--- src/rtl/pmt_gate_scheduler_if.sv ---
// Readout side of the PMT gate scheduler: two hold banks (A/B), each with its
// own valid/ack handshake. The scheduler drives the master modport.
interface pmt_gate_scheduler_if #(
    parameter int CNT_W = 16
) ();
    logic [CNT_W-1:0] count_a;
    logic [CNT_W-1:0] count_b;
    logic             valid_a;
    logic             valid_b;
    logic             ack_a;
    logic             ack_b;

    modport master (
        output count_a,
        output count_b,
        output valid_a,
        output valid_b,
        input  ack_a,
        input  ack_b
    );

    modport slave (
        input  count_a,
        input  count_b,
        input  valid_a,
        input  valid_b,
        output ack_a,
        output ack_b
    );
endinterface

--- src/rtl/pmt_gate_scheduler.sv ---
// Timed PMT counting gate: runs programmed windows and ping-pongs counts into banks A/B.
// Define PMT_SYNC_EN to synchronise pmt_in (2 flops + rising-edge detect, 3-cycle latency).
module pmt_gate_scheduler #(
    parameter int CNT_W = 16,
    parameter int LEN_W = 16
) (
    input  logic             clock,
    input  logic             reset_n,
    input  logic             start,
    input  logic             abort,
    input  logic [LEN_W-1:0] gate_len,
    input  logic [LEN_W-1:0] dead_len,
    input  logic [7:0]       n_windows,
    input  logic             pmt_in,
    pmt_gate_scheduler_if.master rd,
    output logic             gate,
    output logic             bank_sel,
    output logic             overrun,
    output logic             sat,
    output logic             busy,
    output logic [7:0]       win_idx
);

    typedef enum logic [1:0] {
        IDLE  = 2'd0,
        GATE  = 2'd1,
        LATCH = 2'd2,
        DEAD  = 2'd3
    } state_t;

    localparam logic [CNT_W-1:0] CNT_MAX = '1;

    state_t           state;
    logic [LEN_W-1:0] gate_len_sh;
    logic [LEN_W-1:0] dead_len_sh;
    logic [7:0]       n_win_sh;
    logic [LEN_W-1:0] len_cnt;
    logic [CNT_W-1:0] evt_cnt;
    logic [CNT_W-1:0] count_a_q;
    logic [CNT_W-1:0] count_b_q;
    logic             valid_a_q;
    logic             valid_b_q;
    logic             evt;
    logic             last_win;

    function automatic logic [CNT_W-1:0] sat_inc(input logic [CNT_W-1:0] v);
        return (v == CNT_MAX) ? v : v + 1'b1;
    endfunction

    // True when this increment pins the counter at full scale.
    function automatic logic sat_hit(input logic [CNT_W-1:0] v);
        return (v >= CNT_MAX - 1'b1);
    endfunction

`ifdef PMT_SYNC_EN
    logic sync_p0;
    logic sync_p1;
    logic hist_p2;
    logic evt_p2;

    // Stage p0/p1: metastability flops; stage p2: edge history and registered pulse
    always_ff @(posedge clock or negedge reset_n) begin
        if (!reset_n) begin
            sync_p0 <= 1'b0;
            sync_p1 <= 1'b0;
            hist_p2 <= 1'b0;
            evt_p2  <= 1'b0;
        end else begin
            sync_p0 <= pmt_in;
            sync_p1 <= sync_p0;
            hist_p2 <= sync_p1;
            evt_p2  <= sync_p1 & ~hist_p2;
        end
    end

    assign evt = evt_p2;
`else
    assign evt = pmt_in;
`endif

    assign last_win = (n_win_sh != 8'd0) && ((win_idx + 8'd1) == n_win_sh);

    always_ff @(posedge clock or negedge reset_n) begin
        if (!reset_n) begin
            state       <= IDLE;
            gate        <= 1'b0;
            busy        <= 1'b0;
            bank_sel    <= 1'b0;
            overrun     <= 1'b0;
            sat         <= 1'b0;
            win_idx     <= '0;
            len_cnt     <= '0;
            evt_cnt     <= '0;
            gate_len_sh <= LEN_W'(1);
            dead_len_sh <= '0;
            n_win_sh    <= '0;
            count_a_q   <= '0;
            count_b_q   <= '0;
            valid_a_q   <= 1'b0;
            valid_b_q   <= 1'b0;
        end else begin
            // Acks clear valids; a latch below to the same bank overrides the clear.
            if (rd.ack_a) valid_a_q <= 1'b0;
            if (rd.ack_b) valid_b_q <= 1'b0;

            if (abort && (state != IDLE)) begin
                state   <= IDLE;
                gate    <= 1'b0;
                busy    <= 1'b0;
                evt_cnt <= '0;
                len_cnt <= '0;
            end else begin
                case (state)
                    IDLE: begin
                        if (start) begin
                            gate_len_sh <= (gate_len == '0) ? LEN_W'(1) : gate_len;
                            dead_len_sh <= dead_len;
                            n_win_sh    <= n_windows;
                            win_idx     <= '0;
                            evt_cnt     <= '0;
                            len_cnt     <= '0;
                            overrun     <= 1'b0;
                            sat         <= 1'b0;
                            state       <= GATE;
                            gate        <= 1'b1;
                            busy        <= 1'b1;
                        end
                    end

                    GATE: begin
                        if (evt) begin
                            evt_cnt <= sat_inc(evt_cnt);
                            if (sat_hit(evt_cnt)) sat <= 1'b1;
                        end
                        if (len_cnt == gate_len_sh - 1'b1) begin
                            len_cnt <= '0;
                            state   <= LATCH;
                            gate    <= 1'b0;
                        end else begin
                            len_cnt <= len_cnt + 1'b1;
                        end
                    end

                    LATCH: begin
                        if (!bank_sel) begin
                            count_a_q <= evt_cnt;
                            valid_a_q <= 1'b1;
                            if (valid_a_q && !rd.ack_a) overrun <= 1'b1;
                        end else begin
                            count_b_q <= evt_cnt;
                            valid_b_q <= 1'b1;
                            if (valid_b_q && !rd.ack_b) overrun <= 1'b1;
                        end
                        bank_sel <= ~bank_sel;
                        evt_cnt  <= '0;
                        win_idx  <= win_idx + 8'd1;
                        if (last_win) begin
                            state <= IDLE;
                            busy  <= 1'b0;
                        end else if (dead_len_sh != '0) begin
                            state <= DEAD;
                        end else begin
                            state <= GATE;
                            gate  <= 1'b1;
                        end
                    end

                    DEAD: begin
                        if (len_cnt == dead_len_sh - 1'b1) begin
                            len_cnt <= '0;
                            state   <= GATE;
                            gate    <= 1'b1;
                        end else begin
                            len_cnt <= len_cnt + 1'b1;
                        end
                    end

                    default: begin
                        state <= IDLE;
                        gate  <= 1'b0;
                        busy  <= 1'b0;
                    end
                endcase
            end
        end
    end

    assign rd.count_a = count_a_q;
    assign rd.count_b = count_b_q;
    assign rd.valid_a = valid_a_q;
    assign rd.valid_b = valid_b_q;

endmodule

--- src/flat_wrapper.sv ---
// flat-port wrapper written by rule: the top's interface ports become plain ports
module pmt_gate_scheduler_flat 
#(
    parameter int CNT_W = 16,
    parameter int LEN_W = 16
)
  (clock, reset_n, start, abort, gate_len, dead_len, n_windows, pmt_in, gate, bank_sel, overrun, sat, busy, win_idx, rd_count_a, rd_count_b, rd_valid_a, rd_valid_b, rd_ack_a, rd_ack_b);
  pmt_gate_scheduler_if #(.CNT_W(CNT_W)) rd_i ();
  input  logic clock;
  input  logic reset_n;
  input  logic start;
  input  logic abort;
  input  logic [LEN_W-1:0] gate_len;
  input  logic [LEN_W-1:0] dead_len;
  input  logic [7:0] n_windows;
  input  logic pmt_in;
  output logic gate;
  output logic bank_sel;
  output logic overrun;
  output logic sat;
  output logic busy;
  output logic [7:0] win_idx;
  output wire logic [$bits(rd_i.count_a)-1:0] rd_count_a;
  output wire logic [$bits(rd_i.count_b)-1:0] rd_count_b;
  output wire logic [$bits(rd_i.valid_a)-1:0] rd_valid_a;
  output wire logic [$bits(rd_i.valid_b)-1:0] rd_valid_b;
  input wire logic [$bits(rd_i.ack_a)-1:0] rd_ack_a;
  input wire logic [$bits(rd_i.ack_b)-1:0] rd_ack_b;
  assign rd_count_a = rd_i.count_a;
  assign rd_count_b = rd_i.count_b;
  assign rd_valid_a = rd_i.valid_a;
  assign rd_valid_b = rd_i.valid_b;
  assign rd_i.ack_a = rd_ack_a;
  assign rd_i.ack_b = rd_ack_b;
  pmt_gate_scheduler #(.CNT_W(CNT_W), .LEN_W(LEN_W)) u_core (.clock(clock), .reset_n(reset_n), .start(start), .abort(abort), .gate_len(gate_len), .dead_len(dead_len), .n_windows(n_windows), .pmt_in(pmt_in), .rd(rd_i), .gate(gate), .bank_sel(bank_sel), .overrun(overrun), .sat(sat), .busy(busy), .win_idx(win_idx));
endmodule
--- config.mk ---
export PLATFORM = sky130hd
export DESIGN_NAME = pmt_gate_scheduler_flat
export DESIGN_NICKNAME = d
export VERILOG_FILES = /design/src/rtl/pmt_gate_scheduler_if.sv /design/src/rtl/pmt_gate_scheduler.sv /design/src/flat_wrapper.sv
export SDC_FILE = /design/constraint.sdc
export NUM_CORES = 1
export LEC_CHECK = 0
export CORE_ASPECT_RATIO = 1.2
export CORE_UTILIZATION = 56
export DETAILED_ROUTE_END_ITERATION = 12
export GPL_TIMING_DRIVEN = 0
export HOLD_SLACK_MARGIN = 0.06
export PLACE_DENSITY = 0.81
export SYNTH_ARGS = -nofsm -noshare
export SYNTH_HDL_FRONTEND = slang
export SYNTH_SLANG_ARGS = --single-unit
--- constraint.sdc ---
create_clock -name clock -period 4 [get_ports clock]
set_clock_uncertainty 0.15 [all_clocks]
set_input_delay 0.8 -clock clock [delete_from_list [all_inputs] [get_ports clock]]
set_output_delay 0.8 -clock clock [all_outputs]
set_load 0.02 [all_outputs]
==> Yosys cells after proc, flatten, opt, wreduce, memory -nomap -nowiden <==
Cells that the tools add are included.
{ "totals": {"ff_bits": 121, "latchBits": 0, "ramBits": 0, "romBits": 0, "output_inout_bits": 47, "wordCells": 117, "mem_count": 0} }
{ "op_classes": {"addsub": 5, "multipliers": 0, "div": 0, "magnitude_cmp": 1, "eq_ne": 20, "n_shift": 0, "muxes": 45, "n_bitwise": 2, "n_reduce_logical": 28} }
{ "ops": {"columns": ["cell", "count"], "rows": [
  ["$mux 16", 8],
  ["$pmux 16 s3", 2],
  ["$add 16x1->16 const B", 2],
  ["$eq 16x16->1", 2],
  ["$sub 16x1->16 const B", 2],
  ["$mux 1", 22],
  ["$reduce_and 3->1", 6],
  ["$eq 16x16->1 const B", 1],
  ["$ge 16x16->1 const B", 1],
  ["$logic_not 16->1", 1],
  ["$pmux 8 s2", 1],
  ["$reduce_bool 16->1", 1],
  ["$reduce_and 5->1", 3],
  ["$mux 2", 6],
  ["$ne 3x1->1 const B", 4],
  ["$ne 3x2->1 const B", 4],
  ["$add 8x1->8 const B", 1],
  ["$eq 8x8->1", 1],
  ["$mux 8", 1],
  ["$pmux 2 s4", 1],
  ["$reduce_bool 4->1", 2],
  ["$reduce_bool 8->1", 1],
  ["$ne 3x3->1 const B", 2],
  ["$pmux 1 s2", 3],
  ["other kinds (13)", 23]
]} }

==> Depth between registers and ports, before layout <==
{ "depth": {"word_depth": 6, "ltp_mapped": 12, "ltp_nobuf": 10} }

==> Worst setup path before layout <==
OpenSTA, ideal clock, no wires.
{ "synth_timing": {"path_type": "register to register", "from": "register u_core.gate_len_sh[0]", "to": "register u_core.state[0]", "setup_time_ns": 0.131, "arrival_ns": 2.822, "t_required_ns": 3.719, "slack_ns": 0.897, "path_stages_with_launch": 12, "n_path_buf": 1, "synth_period_minus_slack_ns": 3.103, "cell_sequence": "dfstp_2 -> inv_1 -> ha_1 -> or4b_1 -> buf_2 -> or4_1 -> a21oi_1 -> a311oi_1 -> a41o_1 -> a41oi_4 -> nor4_1 -> or3b_1"} }
{ "synth_via": {"elab_chain_cells": 4} }
{ "synth_lines": {"columns": ["item", "line_no", "source"], "rows": [
  ["start: declaration", "pmt_gate_scheduler.sv:34", "logic [LEN_W-1:0] gate_len_sh;"],
  ["start signal: assignment", "pmt_gate_scheduler.sv:116", "gate_len_sh <= (gate_len == '0) ? LEN_W'(1) : gate_len;"],
  ["$sub 16x1->16", "pmt_gate_scheduler.sv:135", "if (len_cnt == gate_len_sh - 1'b1) begin"],
  ["$eq 16x16->1", "pmt_gate_scheduler.sv:135", null],
  ["$ne 3x1->1 (no line)", null, null],
  ["$reduce_and 3->1 (no line)", null, null],
  ["end signal: assignment", "pmt_gate_scheduler.sv:137", "state <= LATCH;"],
  ["end signal: assignment", "pmt_gate_scheduler.sv:158", "state <= IDLE;"],
  ["end signal: assignment", "pmt_gate_scheduler.sv:161", "state <= DEAD;"],
  ["end: declaration", "pmt_gate_scheduler.sv:33", "state_t state;"]
]} }
No other way between the ends.
A chain may end at the register's enable or synchronous reset.

==> Worst setup path after layout <==
Ends and elaborated chain as after synthesis.

==> results.json <==
{
  "status": "finished clean",
  "power_leakage_nw": 3.68,
  "design.core.area_sq_mm": 0.0121,
  "drt-wirelength-per-cell_um": 17.5,
  "grt_use_total_pct": 28.4,
  "cts_tree": "built",
  "grt_pass1_vias": 5995,
  "n_fill_cell": 861,
  "yosys_warnings": 0,
  "ys_ff_latch": 121,
  "seq_power_share_pct": 33.2,
  "ant_nets": 0,
  "async_flop_share_pct": 100,
  "drive_gt1_share_pct": 13.2,
  "post_cts_buffers": 0,
  "cts_resized": 0,
  "seq_area_frac_synth_pct": 43.7,
  "clk_pin_slew_ns": 0.05,
  "min_period_over_period_pct": 87.9,
  "die_y_um": 124,
  "slew_viol_final": 0,
  "syn_nets": 786,
  "top_usage_layer": "met2",
  "grt_overflow_total": 0,
  "swShare_pct": 38.2,
  "switching_power_mw": 2.13,
  "min_period_ns": 3.51,
  "grtUsageMet1_pct": 31.8,
  "dieArea_sq_mm": 0.0128,
  "worst_ep_arrival_time_ns": 3.66,
  "yosys.area_share.simple_pct": 21.3,
  "ios": 94,
  "clkSinkCount": 121,
  "die_width_um": 104,
  "grt_max_degree": 64,
  "wirelength_um": 17800,
  "setup_viol": 0,
  "synth_edf_count": 0,
  "final_nets": 899,
  "clkPwrFrac_pct": 28.0,
  "ctsRootBufferMaster": "clkbuf_16",
  "num_vias": 6073,
  "clockBufferDepth": 2,
  "worst_slew_pin_slew_ns": 1.18,
  "pwr_density_cell_mw_per_mm2": 641,
  "num_antenna_cells": 0,
  "dr.pass1.iters": 5,
  "rsz0062_at_grt": "false",
  "rows": 44,
  "place_congestion": 0.900,
  "drtIter0Drc": 284,
  "io_buffers": 93,
  "synth_top_family_by_area": "simple AND/OR/NAND/NOR gates",
  "viasPerCell": 5.98,
  "worstSetupStartpointType": "flip-flop",
  "hold_viol": 0,
  "peakVddDrop_v": 0.000338,
  "utilization_pct": 72.1,
  "numCtsBuffers": 17,
  "worstPathMaxFanout": 10,
  "hold_path_class": "in -> async",
  "cellInternalPower_mw": 3.44,
  "met3_usage_pct": 6.33,
  "max-slew-margin-rel_pct": 20.3,
  "initial_core_util_pct": 57.5,
  "combPwrFrac_pct": 38.8,
  "syn_area_sq_mm": 0.00693,
  "clk_latency_ns": 0.42,
  "antenna_found_initial": 0,
  "synthMuxAreaShare_pct": 11.5,
  "areaGrowthSynthToFinish_pct": 25.5,
  "holdWs_ns": 0.207,
  "setup.worst_path.class": "reg -> reg",
  "synth-xor-area-share_pct": 5.94,
  "cts-hold-fix-buffers": 0,
  "synth-main-ff-cell": "dfrtp_1",
  "grt_pass1_wl_um": 28700,
  "synth.avg_cell_area_sq_um": 9.50,
  "syn_inst": 729,
  "synth_compound_area_share_pct": 12.2,
  "htreeDepth": 4,
  "end_kind": "flip-flop",
  "drc": 0,
  "finalSetupTns_ns": 0,
  "cp.required_ns": 4.15,
  "synthDistinctLibCells": 63,
  "total_power_mw": 5.58,
  "maxCapViolations": 0,
  "met2_usage_pct": 52.3,
  "yosys.area_share.adder_pct": 1.81,
  "hpwl_um": 12800,
  "fmax_ghz": 0.285
}
sequential cells by signal, indices dropped and copies added (netlist names):
name	count
u_core.win_idx	8
u_core.n_win_sh	8
u_core.dead_len_sh	16
u_core.state	2
u_core.rd.count_a	16
u_core.sat	1
u_core.overrun	1
u_core.gate	1
u_core.bank_sel	1
u_core.rd.valid_b	1
u_core.rd.count_b	16
u_core.len_cnt	16
u_core.gate_len_sh	16
u_core.busy	1
u_core.evt_cnt	16
u_core.rd.valid_a	1
cell usage after synthesis (all sizes together) (6+ instances only):
cell type,number,share of area [%]
a21oi,28,2.0
and3,18,1.6
buf,6,0.38
clkbuf,37,2.0
dfrtp,120,43
ha,10,1.8
inv,22,1.2
mux2,66,11
nand2,85,4.6
nand2b,7,0.63
nand3,27,2.0
nand4,6,0.54
nor2,44,2.4
nor2b,6,0.54
nor3,33,2.4
nor4,18,1.6
o21ai,34,2.5
o22ai,15,1.4
o31ai,6,0.65
or2,6,0.54
or4,7,0.76
xnor2,30,3.8
xor2,17,2.1
per-stage QoR:
stage / instances / setup slack [ns] / instance area (sq um)
finish: 1016 / 0.485 / 8700
global placement: 983 / -2.53 / 8060
detailed placement: 984 / 0.522 / 8090
floorplan: 729 / 0.897 / 6930
CTS: 1016 / 0.515 / 8700
global route: 1016 / 0.254 / 8700
worst max-delay path: stages, from the launching register on:
cell and delay [ns]:
dfstp_2 0.38, inv_1 0.08, ha_1 0.29, or4b_1 0.46
buf_2 0.18, or4_1 0.48, a21oi_1 0.17, a311oi_1 0.07
a41o_1 0.28, a41oi_4 0.35, nor4_1 0.12, or3b_1 0.37
kinds of logic (layout without fill, tap and decap cells):
logic type,after synthesis,in the layout
simple gates,288,288
xor+xnor,47,47
buf+inv,65,191
mux,71,71
compound gates,127,127
flops,121,121
fa+ha+maj,10,10
path summary, 6_finish.rpt:
check	startpoint	endpoint	slack, ns	cells after the start
max	u_core.gate_len_sh[0]	u_core.state[0]	0.49	11
min	reset_n	u_core.len_cnt[11]	0.21	1
min in group clock	u_core.rd.count_b[0]	u_core.rd.count_b[0]	0.33	2
max reg2reg	u_core.gate_len_sh[0]	u_core.state[0]	0.49	11
max in group asynchronous	reset_n	u_core.gate_len_sh[0]	2.77	2
min reg2reg	u_core.rd.count_b[0]	u_core.rd.count_b[0]	0.33	2
layout by cell type, fill, tap and decap left out, drive strengths merged, types with 6 or more instances in the layout:
cell type      count
or4                7
xor2              17
nand2b             7
ha                10
nor2              44
inv               22
a21oi             28
mux2              66
nor3              33
nand3             27
or2                6
nand4              6
nand2             85
o31ai              6
xnor2             30
o22ai             15
nor2b              6
nor4              18
o21ai             34
clkbuf            58
and3              18
dfrtp            120
buf                8
clkdlybuf4s50     92
power groups by stage:
stage	Sequential [mW]	Clock [mW]	Combinational, mW
finish	1.85	1.56	2.16
global route	1.89	1.63	2.36
CTS	1.84	1.57	2.14
detailed placement	1.86	0	2.11
global placement	1.84	0	2.04
floorplan	1.82	0	1.53
per-layer routing:
layer	vias up	wire [um]
met5	-	0
met4	0	431
met3	38	875
met2	190	9470
met1	2992	7010
li1	2853	-
final cells by class:
cell class,instances,area (sq um),share of cell area [%]
Multi-Input combinational cell,543,3650,42.0
Timing Repair Buffer,94,960,11.0
Inverter,22,82.6,0.950
Sequential cell,121,3030,34.8
Tap cell,161,201,2.32
Clock inverter,11,146,1.68
Buffer,43,165,1.90
Clock buffer,21,460,5.29
(Power assumes the default switching activity.)
